--- src/rtl/spi16_pkg.sv ---
// spi16_pkg: shared state encoding, word width and a sizing helper for the 16-bit SPI master.
package spi16_pkg;
    localparam int SPI16_WORD_BITS = 16;
    typedef enum logic [2:0] {IDLE, SETUP, SHIFT, HOLD, GAP} spi16_state_t;
    function automatic int max3(input int a, input int b, input int c);
        return (a > b) ? ((a > c) ? a : c) : ((b > c) ? b : c);
    endfunction
endpackage

--- src/rtl/spi16_sclk_gen.sv ---
// spi16_sclk_gen: SCLK phase counter; flags the cycle whose closing edge flips SCLK.
module spi16_sclk_gen #(
    parameter int CLK_DIV = 4
) (
    input  logic clk,
    input  logic res_n,
    input  logic en,
    input  logic sclk,
    output logic sclk_rise_next,
    output logic sclk_fall_next
);
    localparam int PW = $clog2(CLK_DIV + 1);
    localparam logic [PW-1:0] PH_LOAD = PW'(CLK_DIV - 1);
    logic [PW-1:0] ph;
    logic wrap;
    assign wrap = en && ph == '0;
    assign sclk_rise_next = wrap && !sclk;
    assign sclk_fall_next = wrap && sclk;
    always_ff @(posedge clk or negedge res_n)
        if (!res_n) ph <= PH_LOAD;
        else ph <= (!en || ph == '0) ? PH_LOAD : ph - 1'b1;
endmodule

--- src/rtl/spi16_master.sv ---
// spi16_master: 16-bit SPI mode 0 master, MSB first, one full-duplex frame per request.
// Define SPI16_MASTER_TRIG_EN to add a synchronised `trig` input that replays the last captured word.
module spi16_master
    import spi16_pkg::*;
#(
    parameter int CLK_DIV  = 4,
    parameter int CS_SETUP = 2,
    parameter int CS_HOLD  = 2,
    parameter int CS_GAP   = 4
) (
    input  logic                       clk,
    input  logic                       res_n,
    input  logic                       start,
    input  logic [SPI16_WORD_BITS-1:0] din,
    input  logic                       MISO,
`ifdef SPI16_MASTER_TRIG_EN
    input  logic                       trig,
`endif
    output logic                       busy,
    output logic                       done,
    output logic [SPI16_WORD_BITS-1:0] dout,
    output logic                       nCS,
    output logic                       SCLK,
    output logic                       MOSI
);
    localparam int W  = SPI16_WORD_BITS;
    localparam int TW = $clog2(max3(CS_SETUP, CS_HOLD, CS_GAP) + 1);
    spi16_state_t state;
    logic [TW-1:0] tmr;
    logic [3:0] bit_cnt;
    logic [W-1:0] tx, rx, word;
    logic go, sclk_rise_next, sclk_fall_next;
`ifdef SPI16_MASTER_TRIG_EN
    logic [2:0] trig_sync;
    logic [W-1:0] din_q;
    always_ff @(posedge clk or negedge res_n)
        if (!res_n) begin
            trig_sync <= '0;
            din_q <= '0;
        end else begin
            trig_sync <= {trig_sync[1:0], trig};
            if (start) din_q <= din;
        end
    // trig_sync[1] is the synchronised level, trig_sync[2] its previous value
    assign go = start || (trig_sync[1] && !trig_sync[2]);
    assign word = start ? din : din_q;
`else
    assign go = start;
    assign word = din;
`endif
    spi16_sclk_gen #(.CLK_DIV(CLK_DIV)) u_sclk_gen (
        .clk            (clk),
        .res_n          (res_n),
        .en             (state == SHIFT),
        .sclk           (SCLK),
        .sclk_rise_next (sclk_rise_next),
        .sclk_fall_next (sclk_fall_next)
    );
    always_ff @(posedge clk or negedge res_n)
        if (!res_n) begin
            state <= IDLE;
            tmr <= '0;
            bit_cnt <= '0;
            tx <= '0;
            rx <= '0;
            nCS <= 1'b1;
            SCLK <= 1'b0;
            MOSI <= 1'b0;
            busy <= 1'b0;
            done <= 1'b0;
            dout <= '0;
        end else begin
            done <= 1'b0;
            case (state)
                IDLE: if (go) begin
                    state <= SETUP;
                    tmr <= TW'(CS_SETUP - 1);
                    bit_cnt <= 4'(W - 1);
                    tx <= word;
                    nCS <= 1'b0;
                    busy <= 1'b1;
                    MOSI <= word[W-1];
                end
                SETUP: if (tmr == '0) state <= SHIFT;
                    else tmr <= tmr - 1'b1;
                SHIFT: begin
                    if (sclk_rise_next) SCLK <= 1'b1;
                    // MISO is sampled at the very end of the high phase for maximum slave tco margin
                    if (sclk_fall_next) begin
                        SCLK <= 1'b0;
                        rx <= {rx[W-2:0], MISO};
                        if (bit_cnt == '0) begin
                            state <= HOLD;
                            tmr <= TW'(CS_HOLD - 1);
                        end else begin
                            bit_cnt <= bit_cnt - 1'b1;
                            tx <= {tx[W-2:0], 1'b0};
                            MOSI <= tx[W-2];
                        end
                    end
                end
                HOLD: if (tmr == '0) begin
                    state <= GAP;
                    tmr <= TW'(CS_GAP);
                    nCS <= 1'b1;
                    MOSI <= 1'b0;
                    done <= 1'b1;
                    dout <= rx;
                end else tmr <= tmr - 1'b1;
                GAP: if (tmr == '0) begin
                    state <= IDLE;
                    busy <= 1'b0;
                end else tmr <= tmr - 1'b1;
                default: state <= IDLE;
            endcase
        end
endmodule

--- config.mk ---
export PLATFORM = sky130hd
export DESIGN_NAME = spi16_master
export DESIGN_NICKNAME = d
export VERILOG_FILES = /design/src/rtl/spi16_pkg.sv /design/src/rtl/spi16_sclk_gen.sv /design/src/rtl/spi16_master.sv
export SDC_FILE = /design/constraint.sdc
export NUM_CORES = 1
export LEC_CHECK = 0
export ABC_AREA = 1
export CAP_MARGIN = 20
export CORE_ASPECT_RATIO = 0.8
export CORE_UTILIZATION = 55
export CTS_BUF_LIST = sky130_fd_sc_hd__clkbuf_8
export CTS_CLUSTER_DIAMETER = 50
export DETAILED_ROUTE_END_ITERATION = 12
export GPL_TIMING_DRIVEN = 0
export PLACE_DENSITY = 0.84
export REMOVE_ABC_BUFFERS = 1
export SYNTH_ARGS = -nofsm -noshare
export SYNTH_HDL_FRONTEND = slang
export SYNTH_SLANG_ARGS = --single-unit
--- constraint.sdc ---
create_clock -name clk -period 4.5 [get_ports clk]
set_input_delay 0.675 -clock clk [delete_from_list [all_inputs] [get_ports clk]]
set_output_delay 0.675 -clock clk [all_outputs]
set_load 0.01 [all_outputs]
==> results of run 1 <==
routing by layer:
layer	vias up	part of all wire (%)	global-route usage, %
met4	0	1.7	11.7
met3	9	4.6	6.55
met1	1120	46	29.1
met5	-	0	0
met2	56	48	35.2
li1	1238	-	-
metrics by stage:
stage	std cells	power, mW
3_5_place_dp	459	1.93
2_1_floorplan	357	1.65
6_report	475	2.41
3_3_place_gp	459	1.89
4_1_cts	475	2.43
5_1_grt	475	2.62
power by group through the flow:
stage / sequential (mW) / combinational (mW) / clock [mW]
2_1_floorplan: 0.854 / 0.794 / 0
3_3_place_gp: 0.855 / 1.04 / 0
3_5_place_dp: 0.862 / 1.07 / 0
6_report: 0.853 / 1.08 / 0.481
5_1_grt: 0.874 / 1.23 / 0.519
4_1_cts: 0.853 / 1.08 / 0.491
how the worst min path moves through the flow:
stage	from	endpoint	slack [ns]	cells after the start
global route	res_n	dout[9]$_DFFE_PN0P_	0.47	1
global placement	u_sclk_gen.ph[0]$_DFF_PN1_	u_sclk_gen.ph[0]$_DFF_PN1_	0.44	1
CTS	res_n	dout[10]$_DFFE_PN0P_	0.44	1
floorplan	res_n	MOSI$_DFFE_PN0P_	0.38	0
detailed placement	u_sclk_gen.ph[0]$_DFF_PN1_	u_sclk_gen.ph[0]$_DFF_PN1_	0.44	1
finish	res_n	dout[1]$_DFFE_PN0P_	0.40	1
worst max-delay path, cell delays in order, from the launching register on:
cell and delay (ns):
dfrtp_1 0.46, nor2_4 0.19, nand2_2 0.30, nor2_2 0.24, nand2_1 0.59, nand2_1 0.24, o21ai_1 0.09
cell families (layout without fill, tap and decap cells):
group | after synthesis | in the layout | synth area share (%)
fa+ha+maj | 5 | 5 | 2.04
buf+inv | 50 | 93 | 7.03
simple gates | 194 | 194 | 26.8
flops | 65 | 65 | 53.3
compound gates | 52 | 52 | 9.69
xor+xnor | 4 | 4 | 1.14
Yosys cell counts (2+ instances only):
master    number
xnor2_1        3
nand3_1       18
nor2_4         3
nor2_1        19
o21ai_0       27
buf_2          8
nand2_4        2
nand2_1      144
ha_1           5
inv_1         36
o21ai_2        4
a21oi_1        3
buf_4          2
nand2_2        3
dfrtp_1       62
clkbuf_2       2
o21ai_1       13
dfstp_2        3
flip-flops by register name, indices dropped and copies added (netlist names), 3 cells and up:
name,count
dout,16
rx,16
tx,15
bit_cnt,4
state,3
tmr,3
u_sclk_gen.ph,3
final cells by class:
| class | instances | area [um2] |
|---|---|---|
| Sequential cell | 65 | 1630 |
| Fill cell | 399 | 1520 |
| Multi-Input combinational cell | 255 | 1210 |
| Timing Repair Buffer | 40 | 398 |
| Inverter | 37 | 139 |
| Clock buffer | 9 | 124 |
| Tap cell | 62 | 77.6 |
| Clock inverter | 7 | 72.6 |
==> impl_metrics.toml, run 1 <==
[yosys]
synthFlopType = "dfrtp_1"
yosysTopAreaCell = "dfrtp_1"
syn_inst = 370
syn_area_per_cell_um2 = 8.27
synth_top_area_share_pct = 50.7
seq_area_frac_synth_pct = 53.3
synth_area_leaders = "dfrtp_1 (51%), nand2_1 (18%), inv_1 (4.4%), o21ai_0 (4.4%), nand3_1 (2.9%)"
synth-edff-count = 0
ys_seq_elements = 65
async_flop_share_pct = 100
synth_area_um2 = 3060
yosysUniqueCellTypes = 31
ys_warn_count = 0

[pwr]
combPwrFrac_pct = 44.7
internal_power_mw = 1.38
seqPwrFrac_pct = 35.3
power_switching_mw = 1.03
swShare_pct = 42.9
clkPwrFrac_pct = 19.9
power_density_nw_per_um2 = 660
p_leak_nw = 1.83
max-vdd-ir-drop_uv = 341

[floorplanning]
rows = 23
die_y_um = 68.7
initial_utilization_pct = 59.1
fp.coreArea_um2 = 5180
ios = 41
dieArea_um2 = 5870
fp.dieW_um = 85.4

[placement]
routabilityCongestion = 0.830
dp_slack_ns = 2.25
placed_area_um2 = 3460
hpwlAfterDp_um = 3870
port_buffers = 40

[layout]
design_area_um2 = 3660
areaGrowthSynthToFinish_pct = 19.5
drive_gt1_share_pct = 8.72
finish.utilization_pct = 70.6
final_common_cell = "nand2_1"
insertedDiodeCount = 0
final_cell_mix = "nand2_1 (144), dfrtp_1 (62), clkdlybuf4s50_1 (39)"
nNetsFinal = 433

[setup_path]
cp_max_fo = 32
worstPathRequired_ns = 4.69
r2r_setup_slack_ns = 2.23
worst-setup-path-type = "reg2reg"
cp-startpoint = "state[0]$_DFFE_PN0P_"
r2r_start = "state[0]$_DFFE_PN0P_"
reg2reg_to = "rx[9]$_DFFE_PN0P_"
critPathCapture = "rx[9]$_DFFE_PN0P_"
worstSetupEndpointType = "flip-flop"
start_kind = "flip-flop"
crit_arrival_ns = 2.46
reg2reg_depth = 6

[global_routing]
overflow = 0
antenna_found_initial = 0
track_usage_pct = 22.5
grt_pass1_wl_um = 9840
grt_max_degree = 66
grt_pass1_vias = 2155

[routing]
ant_nets = 0
viasPerCell = 5.10
wire_per_inst_um = 12.3
routed_wirelength_um = 5860
vias = 2423
drc = 0
drt-initial-drc-count = 207
dr.pass1.iters = 4

[clock_network]
path_clk_slew_ns = 0.07
cts_max_level = 3
hold_buffers = 0
tritoncts = "built"
root_buffer = "clkbuf_8"
cts_buffer_depth = 2
cts_sinks = 65
cts_buffers = 9
clock_latency_ns = 0.34
cts-resized-gates = 0
postCtsSetupBuffers = 0

[status]
status = "completed"

[timing]
rsz0062_at_grt = "false"
skew_ns = 0.0111
fin_crit_ns = 2.27
fmax_ghz = 0.441
drv_slew = 0
finalSetupViolCount = 0
min_period_over_period_pct = 50.4
worst_pin_slew_ns = 0.966
slew_headroom_pct = 35.4
setup_ws_ns = 2.23
finalSetupTns_ns = 0
hold_violations = 0
holdWs_ns = 0.405

[flow_run]
maxCapViolCount = 0

[min_path]
hp-class = "in2async"
Power figures use the tool's default switching activity.
==> run 2, diff against run 1 <==
--- a/config.mk
+++ b/config.mk
@@ -8,12 +8,12 @@
 export ABC_AREA = 1
 export CAP_MARGIN = 20
 export CORE_ASPECT_RATIO = 0.8
-export CORE_UTILIZATION = 55
+export CORE_UTILIZATION = 51
 export CTS_BUF_LIST = sky130_fd_sc_hd__clkbuf_8
 export CTS_CLUSTER_DIAMETER = 50
 export DETAILED_ROUTE_END_ITERATION = 12
 export GPL_TIMING_DRIVEN = 0
-export PLACE_DENSITY = 0.84
+export PLACE_DENSITY = 0.82
 export REMOVE_ABC_BUFFERS = 1
 export SYNTH_ARGS = -nofsm -noshare
 export SYNTH_HDL_FRONTEND = slang
==> constraint.sdc (replaced) <==
create_clock -name clk -period 2 [get_ports clk]
set_input_delay 0.3 -clock clk [delete_from_list [all_inputs] [get_ports clk]]
set_output_delay 0.3 -clock clk [all_outputs]
set_load 0.01 [all_outputs]
==> run 2 against run 1 <==
  * Sequential power increased by 130%
  * Flip-flop and latch count unchanged
  * Routed wire length increased by 4.7%
  * Worst hold slack got worse by 0.36 ns
  * Maximum frequency increased by 20%
  * Register-to-register slack got worse by 2.1 ns
  * Die area increased by 7.6%
  * Critical path type unchanged
  * Largest power group unchanged
==> impl_metrics.toml, run 2 (synthesized netlist as in run 1, its figures left out) <==
[status]
status = "completed"

[routing]
ant_nets = 0
drc = 0
routed_wirelength_um = 6140
drt-initial-drc-count = 201
wire_per_inst_um = 12.4
vias = 2468
dr.pass1.iters = 4
viasPerCell = 4.98

[min_path]
hp-class = "in2async"

[layout]
areaGrowthSynthToFinish_pct = 22.3
insertedDiodeCount = 0
stdcell_count = 496
finish.utilization_pct = 66.7
nNetsFinal = 438
drive_gt1_share_pct = 10.3
final_cell_mix = "nand2_1 (142), dfrtp_1 (62), clkdlybuf4s50_1 (39)"
final_common_cell = "nand2_1"
reg_top3 = "dout: 16 flops, rx: 16 flops, tx: 15 flops"

[setup_path]
cp.depth = 8
path_buf_inv = 1
crit_arrival_ns = 2.11
r2r_setup_slack_ns = 0.12
reg2reg_depth = 8
crit_family = "simple AND/OR/NAND/NOR gates"
worstPathRequired_ns = 2.22
path_cells = "inv_2 -> nand2_1 -> nor2_4 -> nand2_2 -> nand2_4 -> nand2_4 -> nand2_1 -> o21ai_2"
cp_max_fo = 24
r2r_start = "state[0]$_DFFE_PN0P_"
slowest_delay_ns = 0.47
worstSetupEndpointType = "flip-flop"
start_kind = "flip-flop"
slowest_stage = "dfrtp_1"
worst-setup-path-type = "reg2reg"
reg2reg_to = "bit_cnt[2]$_DFFE_PN0P_"

[clock_network]
cts_sinks = 65
tritoncts = "built"
hold_buffers = 0
root_buffer = "clkbuf_8"
clock_latency_ns = 0.34
cts_buffers = 9
cts_max_level = 3
cts_buffer_depth = 2
path_clk_slew_ns = 0.07

[global_routing]
grt_max_degree = 66
antenna_found_initial = 0
grt_pass1_vias = 2234
grt_pass1_wl_um = 10000
track_usage_pct = 21.2
overflow = 0

[timing]
fmax_ghz = 0.531
drv_slew = 0
finalSetupTns_ns = 0
worst_pin_slew_ns = 0.809
skew_ns = 0.00988
hold_violations = 0
min_period_over_period_pct = 94.2
holdWs_ns = 0.0467
fin_crit_ns = 1.88
finalSetupViolCount = 0
slew_headroom_pct = 46.1

[pwr]
total_power_mw = 5.67
max-vdd-ir-drop_uv = 687
power_switching_mw = 2.41
combPwrFrac_pct = 45.8
internal_power_mw = 3.26
swShare_pct = 42.6
clkPwrFrac_pct = 20.1
p_leak_nw = 1.89
seqPwrFrac_pct = 34.1
power_density_nw_per_um2 = 1510

[placement]
routabilityCongestion = 0.862
hpwlAfterDp_um = 3920
dp.cells = 475
port_buffers = 40

[flow_run]
maxCapViolCount = 0

[floorplanning]
initial_utilization_pct = 54.5
rows = 24
dieArea_um2 = 6320
die_y_um = 71.3
fp.coreArea_um2 = 5620
fp.dieW_um = 88.6
ios = 41
-- run 2: changes by cell type in the layout (fill, tap and decap cells not counted), sizes merged --
| cell | previous run | this run |
|---|---|---|
| buf | 1 | 6 |
| clkbuf | 9 | 11 |
| clkinv | 4 | 2 |
-- run 2: worst max path at each step --
stage	to	from	slack, ns
2_1_floorplan	rx[0]$_DFFE_PN0P_	state[0]$_DFFE_PN0P_	0.20
3_3_place_gp	tx[6]$_DFFE_PN0P_	res_n	-1.50
3_5_place_dp	rx[13]$_DFFE_PN0P_	state[0]$_DFFE_PN0P_	-0.25
4_1_cts	bit_cnt[2]$_DFFE_PN0P_	state[0]$_DFFE_PN0P_	0.06
5_1_grt	nCS$_DFFE_PN1P_	tmr[0]$_DFFE_PN0P_	-0.01
6_report	bit_cnt[2]$_DFFE_PN0P_	state[0]$_DFFE_PN0P_	0.12
-- run 2: repair_timing --
item | CTS | global route
resized for setup | 2 | 3
endpoints found under the hold margin | 0 | 0
pin swaps | 0 | 1
setup endpoints to repair | 35 | 53
buffers inserted | 0 | 5
-- run 2: power by group through the flow --
stage,Clock [mW],Sequential [mW],Combinational (mW)
detailed placement,0,1.94,2.44
finish,1.14,1.93,2.60
CTS,1.16,1.92,2.47
floorplan,0,1.92,1.79
global placement,0,1.92,2.34
global route,1.21,1.97,2.93
-- run 2: routing by layer --
layer  track usage, %  vias up  routed length [um]
met5                0        -                   0
met4             8.24        0                 140
met3             7.03       14                 334
met2             33.2       58                2940
met1             27.2     1157                2730
li1                 -     1239                   -
-- run 2: stage by stage --
step	instance area (um2)	setup slack, ns
floorplan	2980	0.197
global placement	3480	-1.50
detailed placement	3480	-0.246
CTS	3690	0.0602
global route	3740	-0.0113
finish	3740	0.116
-- run 2: layout make-up --
| cell class | instances | area (um2) |
|---|---|---|
| sequential | 65 | 1630 |
| timing repair buffer | 45 | 435 |
| inverter | 37 | 139 |
| clock inverter | 5 | 55.1 |
| multi-input combinational | 255 | 1230 |
| tap | 78 | 97.6 |
| clock buffer | 11 | 151 |
| fill | 465 | 1870 |
